===== src/rtl/led_arb_pkg.sv =====
// Shared types and helpers for the LED-sharing round-robin arbiter.
// The one-hot state encoding is exported on state_dbg so checkers can bind to it.
package led_arb_pkg;

   localparam int N_REQ = 4;
   localparam int PTR_W = $clog2(N_REQ);

   typedef enum logic [2:0] {
      ST_IDLE = 3'b001,
      ST_SHOW = 3'b010,
      ST_GAP  = 3'b100
   } state_e;

   // First set request strictly after ptr, wrapping; ptr itself is checked last.
   function automatic logic [PTR_W-1:0] rr_next(input logic [N_REQ-1:0] req,
                                                input logic [PTR_W-1:0] ptr);
      logic [PTR_W-1:0] idx;
      logic [PTR_W-1:0] win;
      logic             found;
      win   = ptr;
      found = 1'b0;
      for (int i = 1; i <= N_REQ; i++) begin
         idx = ptr + PTR_W'(i);
         if (!found && req[idx]) begin
            win   = idx;
            found = 1'b1;
         end
      end
      return win;
   endfunction

endpackage


===== src/rtl/led_tick_gen.sv =====
// Cycle and tick counters for one display window; clr forces both to zero,
// en advances them. window_end flags the last cycle of the last tick.
module led_tick_gen #(
   parameter int TICK_CYCLES = 50_000_000,
   parameter int HOLD_TICKS  = 2
) (
   input  logic clk,
   input  logic rst_n,
   input  logic clr,
   input  logic en,
   output logic tick_pulse,
   output logic window_end,
   output logic tick_odd
);

   localparam int CW = $clog2(TICK_CYCLES);
   localparam int TW = $clog2(HOLD_TICKS) + 1;

   logic [CW-1:0] cycle_q, cycle_d;
   logic [TW-1:0] tick_q, tick_d;
   logic          last_cycle;

   assign last_cycle = (cycle_q == CW'(TICK_CYCLES - 1));
   assign tick_pulse = en & last_cycle;
   assign window_end = tick_pulse & (tick_q == TW'(HOLD_TICKS - 1));
   assign tick_odd   = tick_q[0];

   always_comb begin
      cycle_d = cycle_q;
      tick_d  = tick_q;
      if (clr) begin
         cycle_d = '0;
         tick_d  = '0;
      end else if (en) begin
         if (last_cycle) begin
            cycle_d = '0;
            tick_d  = tick_q + TW'(1);
         end else begin
            cycle_d = cycle_q + CW'(1);
         end
      end
   end

   always_ff @(posedge clk or negedge rst_n) begin
      if (!rst_n) begin
         cycle_q <= '0;
         tick_q  <= '0;
      end else begin
         cycle_q <= cycle_d;
         tick_q  <= tick_d;
      end
   end

endmodule


===== src/rtl/led_share_arbiter.sv =====
// Round-robin owner of the 4-bit LED bank: one requester's latched pattern per window.
// Optional macro LED_ARB_BLINK_EN: blink the pattern on odd ticks of the window.
module led_share_arbiter
   import led_arb_pkg::*;
#(
   parameter int         TICK_CYCLES  = 50_000_000,
   parameter int         HOLD_TICKS   = 2,
   parameter logic [3:0] IDLE_PATTERN = 4'b0000
) (
   input  logic        clk,
   input  logic        rst_n,
   input  logic [3:0]  req,
   input  logic [15:0] pat,
   output logic [3:0]  grant,
   output logic [3:0]  done,
   output logic        busy,
   output logic [3:0]  led,
   output logic [2:0]  state_dbg
);

   // Handshake: a requester raises req[i] and holds it (with a stable pat nibble)
   // until done[i] pulses; dropping req[i] while granted aborts the window.

`ifdef LED_ARB_BLINK_EN
   localparam logic BLINK_EN = 1'b1;
`else
   localparam logic BLINK_EN = 1'b0;
`endif

   state_e            state_q, state_d;
   logic [PTR_W-1:0]  ptr_q, ptr_d;
   logic [3:0]        grant_q, grant_d;
   logic [3:0]        done_q, done_d;
   logic              busy_q, busy_d;
   logic [3:0]        led_q, led_d;
   logic [3:0]        pat_q, pat_d;

   logic [PTR_W-1:0]  winner;
   logic [3:0]        pat_sel;
   logic              tick_pulse;
   logic              window_end;
   logic              tick_odd;
   logic              show;

   assign show    = (state_q == ST_SHOW);
   assign winner  = rr_next(req, ptr_q);
   assign pat_sel = pat[{winner, 2'b00} +: 4];

   led_tick_gen #(
      .TICK_CYCLES (TICK_CYCLES),
      .HOLD_TICKS  (HOLD_TICKS)
   ) u_tick (
      .clk        (clk),
      .rst_n      (rst_n),
      .clr        (!show),
      .en         (show),
      .tick_pulse (tick_pulse),
      .window_end (window_end),
      .tick_odd   (tick_odd)
   );

   always_comb begin
      state_d = state_q;
      ptr_d   = ptr_q;
      grant_d = grant_q;
      done_d  = '0;
      busy_d  = busy_q;
      led_d   = led_q;
      pat_d   = pat_q;
      case (state_q)
         ST_IDLE: begin
            led_d = IDLE_PATTERN;
            if (req != '0) begin
               grant_d = 4'b0001 << winner;
               ptr_d   = winner;
               pat_d   = pat_sel;
               led_d   = pat_sel;
               busy_d  = 1'b1;
               state_d = ST_SHOW;
            end
         end
         ST_SHOW: begin
            // Abort is checked first so a drop on the final cycle never yields done.
            if ((req & grant_q) == '0) begin
               grant_d = '0;
               busy_d  = 1'b0;
               led_d   = IDLE_PATTERN;
               state_d = ST_GAP;
            end else if (window_end) begin
               done_d  = grant_q;
               grant_d = '0;
               busy_d  = 1'b0;
               led_d   = IDLE_PATTERN;
               state_d = ST_GAP;
            end else if (tick_pulse) begin
               // The tick about to start is odd when the current one is even.
               led_d = (BLINK_EN && !tick_odd) ? IDLE_PATTERN : pat_q;
            end
         end
         ST_GAP: begin
            grant_d = '0;
            busy_d  = 1'b0;
            led_d   = IDLE_PATTERN;
            state_d = ST_IDLE;
         end
         default: begin
            grant_d = '0;
            busy_d  = 1'b0;
            led_d   = IDLE_PATTERN;
            state_d = ST_IDLE;
         end
      endcase
   end

   always_ff @(posedge clk or negedge rst_n) begin
      if (!rst_n) begin
         state_q <= ST_IDLE;
         ptr_q   <= PTR_W'(N_REQ - 1);
         grant_q <= '0;
         done_q  <= '0;
         busy_q  <= 1'b0;
         led_q   <= IDLE_PATTERN;
         pat_q   <= IDLE_PATTERN;
      end else begin
         state_q <= state_d;
         ptr_q   <= ptr_d;
         grant_q <= grant_d;
         done_q  <= done_d;
         busy_q  <= busy_d;
         led_q   <= led_d;
         pat_q   <= pat_d;
      end
   end

   assign grant     = grant_q;
   assign done      = done_q;
   assign busy      = busy_q;
   assign led       = led_q;
   assign state_dbg = state_q;

endmodule


===== config.mk =====
export PLATFORM = sky130hd
export DESIGN_NAME = led_share_arbiter
export DESIGN_NICKNAME = d
export VERILOG_FILES = /design/src/rtl/led_arb_pkg.sv /design/src/rtl/led_tick_gen.sv /design/src/rtl/led_share_arbiter.sv
export SDC_FILE = /design/constraint.sdc
export NUM_CORES = 1
export LEC_CHECK = 0
export CAP_MARGIN = 30
export CORE_AREA = 2 2 70 106
export DETAILED_ROUTE_END_ITERATION = 8
export DIE_AREA = 0 0 72 108
export PLACE_DENSITY = 0.58
export SLEW_MARGIN = 20
export SYNTH_ARGS = -nofsm -noshare
export SYNTH_HDL_FRONTEND = slang
export SYNTH_SLANG_ARGS = --single-unit

===== constraint.sdc =====
create_clock -name clk -period 2.9 [get_ports clk]
set_input_delay 0.435 -clock clk [delete_from_list [all_inputs] [get_ports clk]]
set_output_delay 0.435 -clock clk [all_outputs]
set_load 0.02 [all_outputs]

==> results.md <==
* Reg-to-reg setup timing slack at ~650 ps
* Post-synthesis simple-gate area fraction at 0.270
* Period utilization at 0.776
* Max_cap viols at 0
* Global Route Usage Sum at 0.146
* Clock Power Share at 0.196
* Synthesized cell area at between 2000 and 2500 µm²
* Seq/Total Area, Yosys at 0.496
* XOR/XNOR Fraction of Synth Area at 0.0884
* Dpl hpwl at approximately 3900 µm
* Iter 0 DRT Violations at 85
* Post-CTS Setup Bufs at 0
* Final slew viol count at 0
* Synth Register Bits at 49
* Worst IR drop on VDD at 0.385 mV
* Worst min path class: in2async
* Drt wl/cell at between 10 and 15 µm
* Share of the synthesized area in the top cell type at 0.465
* Startpoint Class: flip-flop
* Detail Route Antenna Nets at 0
* Main synth FF type: dfrtp_1
* R2r startpoint: u_tick.cycle_q[21]$_DFF_PN0_
* Pin count of the biggest net entering global routing at 31
* Initial Utilization at 0.364
* Die H at 108 µm
* Post-Route WL at around 5100 µm
* Mapped Nets at roughly 290
* Share of cells above drive strength 1 at 0.0894
* Main area contributors after synthesis: dfrtp_1 46%, nor2_1 6.8%, nand3_1 6.3%
* Fmax at between 0.4 and 0.5 GHz
* Leak at around 0.0013 µW
* First-pass GRT wire length at around 8900 µm
* Comb power frac at 0.366
* Worst-path maximum fanout at 25
* Crit end category: flip-flop
* Register Area at approximately 1200 µm²
* R2r endpoint: u_tick.cycle_q[15]$_DFF_PN0_
* Final net count at roughly 330
* Distinct cells, synth at 44
* Port bufs at 37
* Number of CTS-inserted buffers at 5
* Routed via count at a little under 2000
* H-tree depth at 2
* Clock tree buffer depth at 2
* Fin Setup TNS at 0 ps
* Sequential share of power at 0.437
* Compound-Gate Fraction of Synth Area at 0.0919
* Worst Clk Skew at roughly 6.7 ps
* Syn avg cell area at between 9 and 10 µm²
* Slew headroom at 0.432
* Status: completed
* DRC Markers at 0
* Net Switching at just under 800 µW
* Final Wtd Congestion at about 0.77
* TritonRoute pass-1 iters at 4
* Worst EP arrival at about 2400 ps
* Initial antenna violation count at 0
* Synth async-reset ratio at 1.00
* ANT cells at 0
* CTS clk-pin slew, worst paths at about 90 ps
* Top cell type by total area after synthesis: dfrtp_1
* Largest family of logic cells by synthesized area: simple AND/OR/NAND/NOR gates
* Placed insts at 372
* Post-synth EDFFs at 0
* Fillcell total at approximately 660
* Die ar. at between 7000 and 8000 µm²
* Core region area at a little under 7000 µm²
* Top-count cell post-synth: dfrtp_1
* Row Count at 37
* TritonCTS clock tree: done
* Clock latency on the worst-skew pair at about 300 ps
* Required @ worst endpoint at 3080 ps
* Vias in the first global route at a little under 2000
* GRT overflow at 0
* Setup violators final at 0
* Vias per Instance at slightly above 5
* Ports at 38
* Switching Share at 0.373
* Post-Synth Adder-Cell Area at 0.0101
* Final Hold Fails at 0
* Pint at 1310 µW
* Chip width at about 72 µm
* Cts hold-fix bufs at 0
* Most frequent cells after synthesis: 46 x dfrtp_1, 45 x nor2_1, 31 x nand3_1, 19 x nand2_1, 16 x xor2_1
* Post-synthesis mux area share at 0
* CTS resizes at 0
* Slew @ Worst Pin at about 850 ps
* Final Non-Filler Cells at 380
* Post-synthesis cell count at roughly 260
* Critical path type: reg2reg
* Clk sinks at 49
* Ys Warns at 0
* Min cycle time layout at roughly 2300 ps
* Power density over the cells at about 700 nW/µm²
* Area of the multi-input gates at 1140 µm²
* Clk root buf: clkbuf_8
* RSZ-0062 raised after global routing: no
* Synth-to-layout area growth at 21.4%
* Reg2reg path depth at 6
==> worst max-delay path, cell delays in order, from the launching register on <==
cell,delay (ps)
dfrtp_1,400
nand4_2,150
or4b_4,550
nor4_4,490
nand2b_1,170
buf_4,260
nor2_1,90
==> cell families after synthesis <==
| family | after synthesis |
|---|---|
| and+or+nand+nor | 131 |
| DFF | 49 |
| AOI/OAI and AO/OA | 35 |
| xor gates and xnor gates | 25 |
| buffers and inverters | 20 |
| adders and majority gates | 2 |
==> registers in the layout, indices dropped and copies added (netlist names) <==
signal	cells
busy	1
done	4
grant	4
led	4
pat_q	4
ptr_q	2
state_dbg	2
u_tick.cycle_q	26
u_tick.tick_q	2
==> area by class of cell <==
| cell class | count | area share |
|---|---|---|
| inverter | 11 | 0.0137 |
| clock inverter | 3 | 0.00707 |
| sequential | 49 | 0.409 |
| clock buffer | 5 | 0.0229 |
| tap | 78 | 0.0324 |
| timing repair buffer | 41 | 0.136 |
| multi-input combinational | 193 | 0.379 |
==> per-stage QoR <==
stage                     total power, µW  setup WS, ps  instance area [µm²]  hold WS (ps)  utilization
final                                2090           648                 3010          77.0        0.442
after global routing                 2240           497                 3010           102        0.442
after CTS                            2110           608                 3010          83.3        0.442
after detailed placement             1700           581                 2920           421        0.429
after global placement               1700           620                 2900           517        0.426
after floorplan                      1410           904                 2480           139            -
==> cell usage in the layout (no fill, tap or decap), types with 3 or more instances in the layout <==
cell type	count
buf_4	3
dfstp_2	3
dfrtp_1	46
o21ai_0	15
and3_1	4
and2_1	4
xnor2_1	9
nand2_1	19
inv_1	11
nor2_1	45
clkdlybuf4s50_1	36
clkbuf_8	5
or2_2	3
xor2_1	16
nor4_1	3
nand4_1	5
a31oi_1	4
a21oi_1	3
nand3_1	31
nand2b_1	4
==> power groups by stage <==
stage	Sequential, µW	Combinational, µW	Clock, µW
final	912	764	409
after global routing	929	859	447
after CTS	911	779	424
after detailed placement	920	779	0
after global placement	924	772	0
after floorplan	955	458	0
==> layer usage <==
metal | wire, µm | GRT usage | up-vias
li1 | - | - | 976
met1 | 1990 | 0.158 | 898
met5 | 0 | 0 | -
met4 | 87 | 0.0512 | 0
met2 | 2780 | 0.274 | 51
met3 | 231 | 0.0317 | 9
==> worst max-delay path by stage <==
stage / start / end / slack [ps] / cells after the start
global placement: req[2] / led[0]$_DFFE_PN0P_ / 620 / 7
CTS: u_tick.cycle_q[21]$_DFF_PN0_ / u_tick.cycle_q[15]$_DFF_PN0_ / 610 / 6
floorplan: u_tick.cycle_q[22]$_DFF_PN0_ / grant[0]$_DFFE_PN0P_ / 900 / 6
finish: u_tick.cycle_q[21]$_DFF_PN0_ / u_tick.cycle_q[15]$_DFF_PN0_ / 650 / 6
global route: u_tick.cycle_q[21]$_DFF_PN0_ / u_tick.cycle_q[15]$_DFF_PN0_ / 500 / 6
detailed placement: req[2] / led[2]$_DFFE_PN0P_ / 580 / 7
No activity file was read; power rests on OpenSTA's default activity.
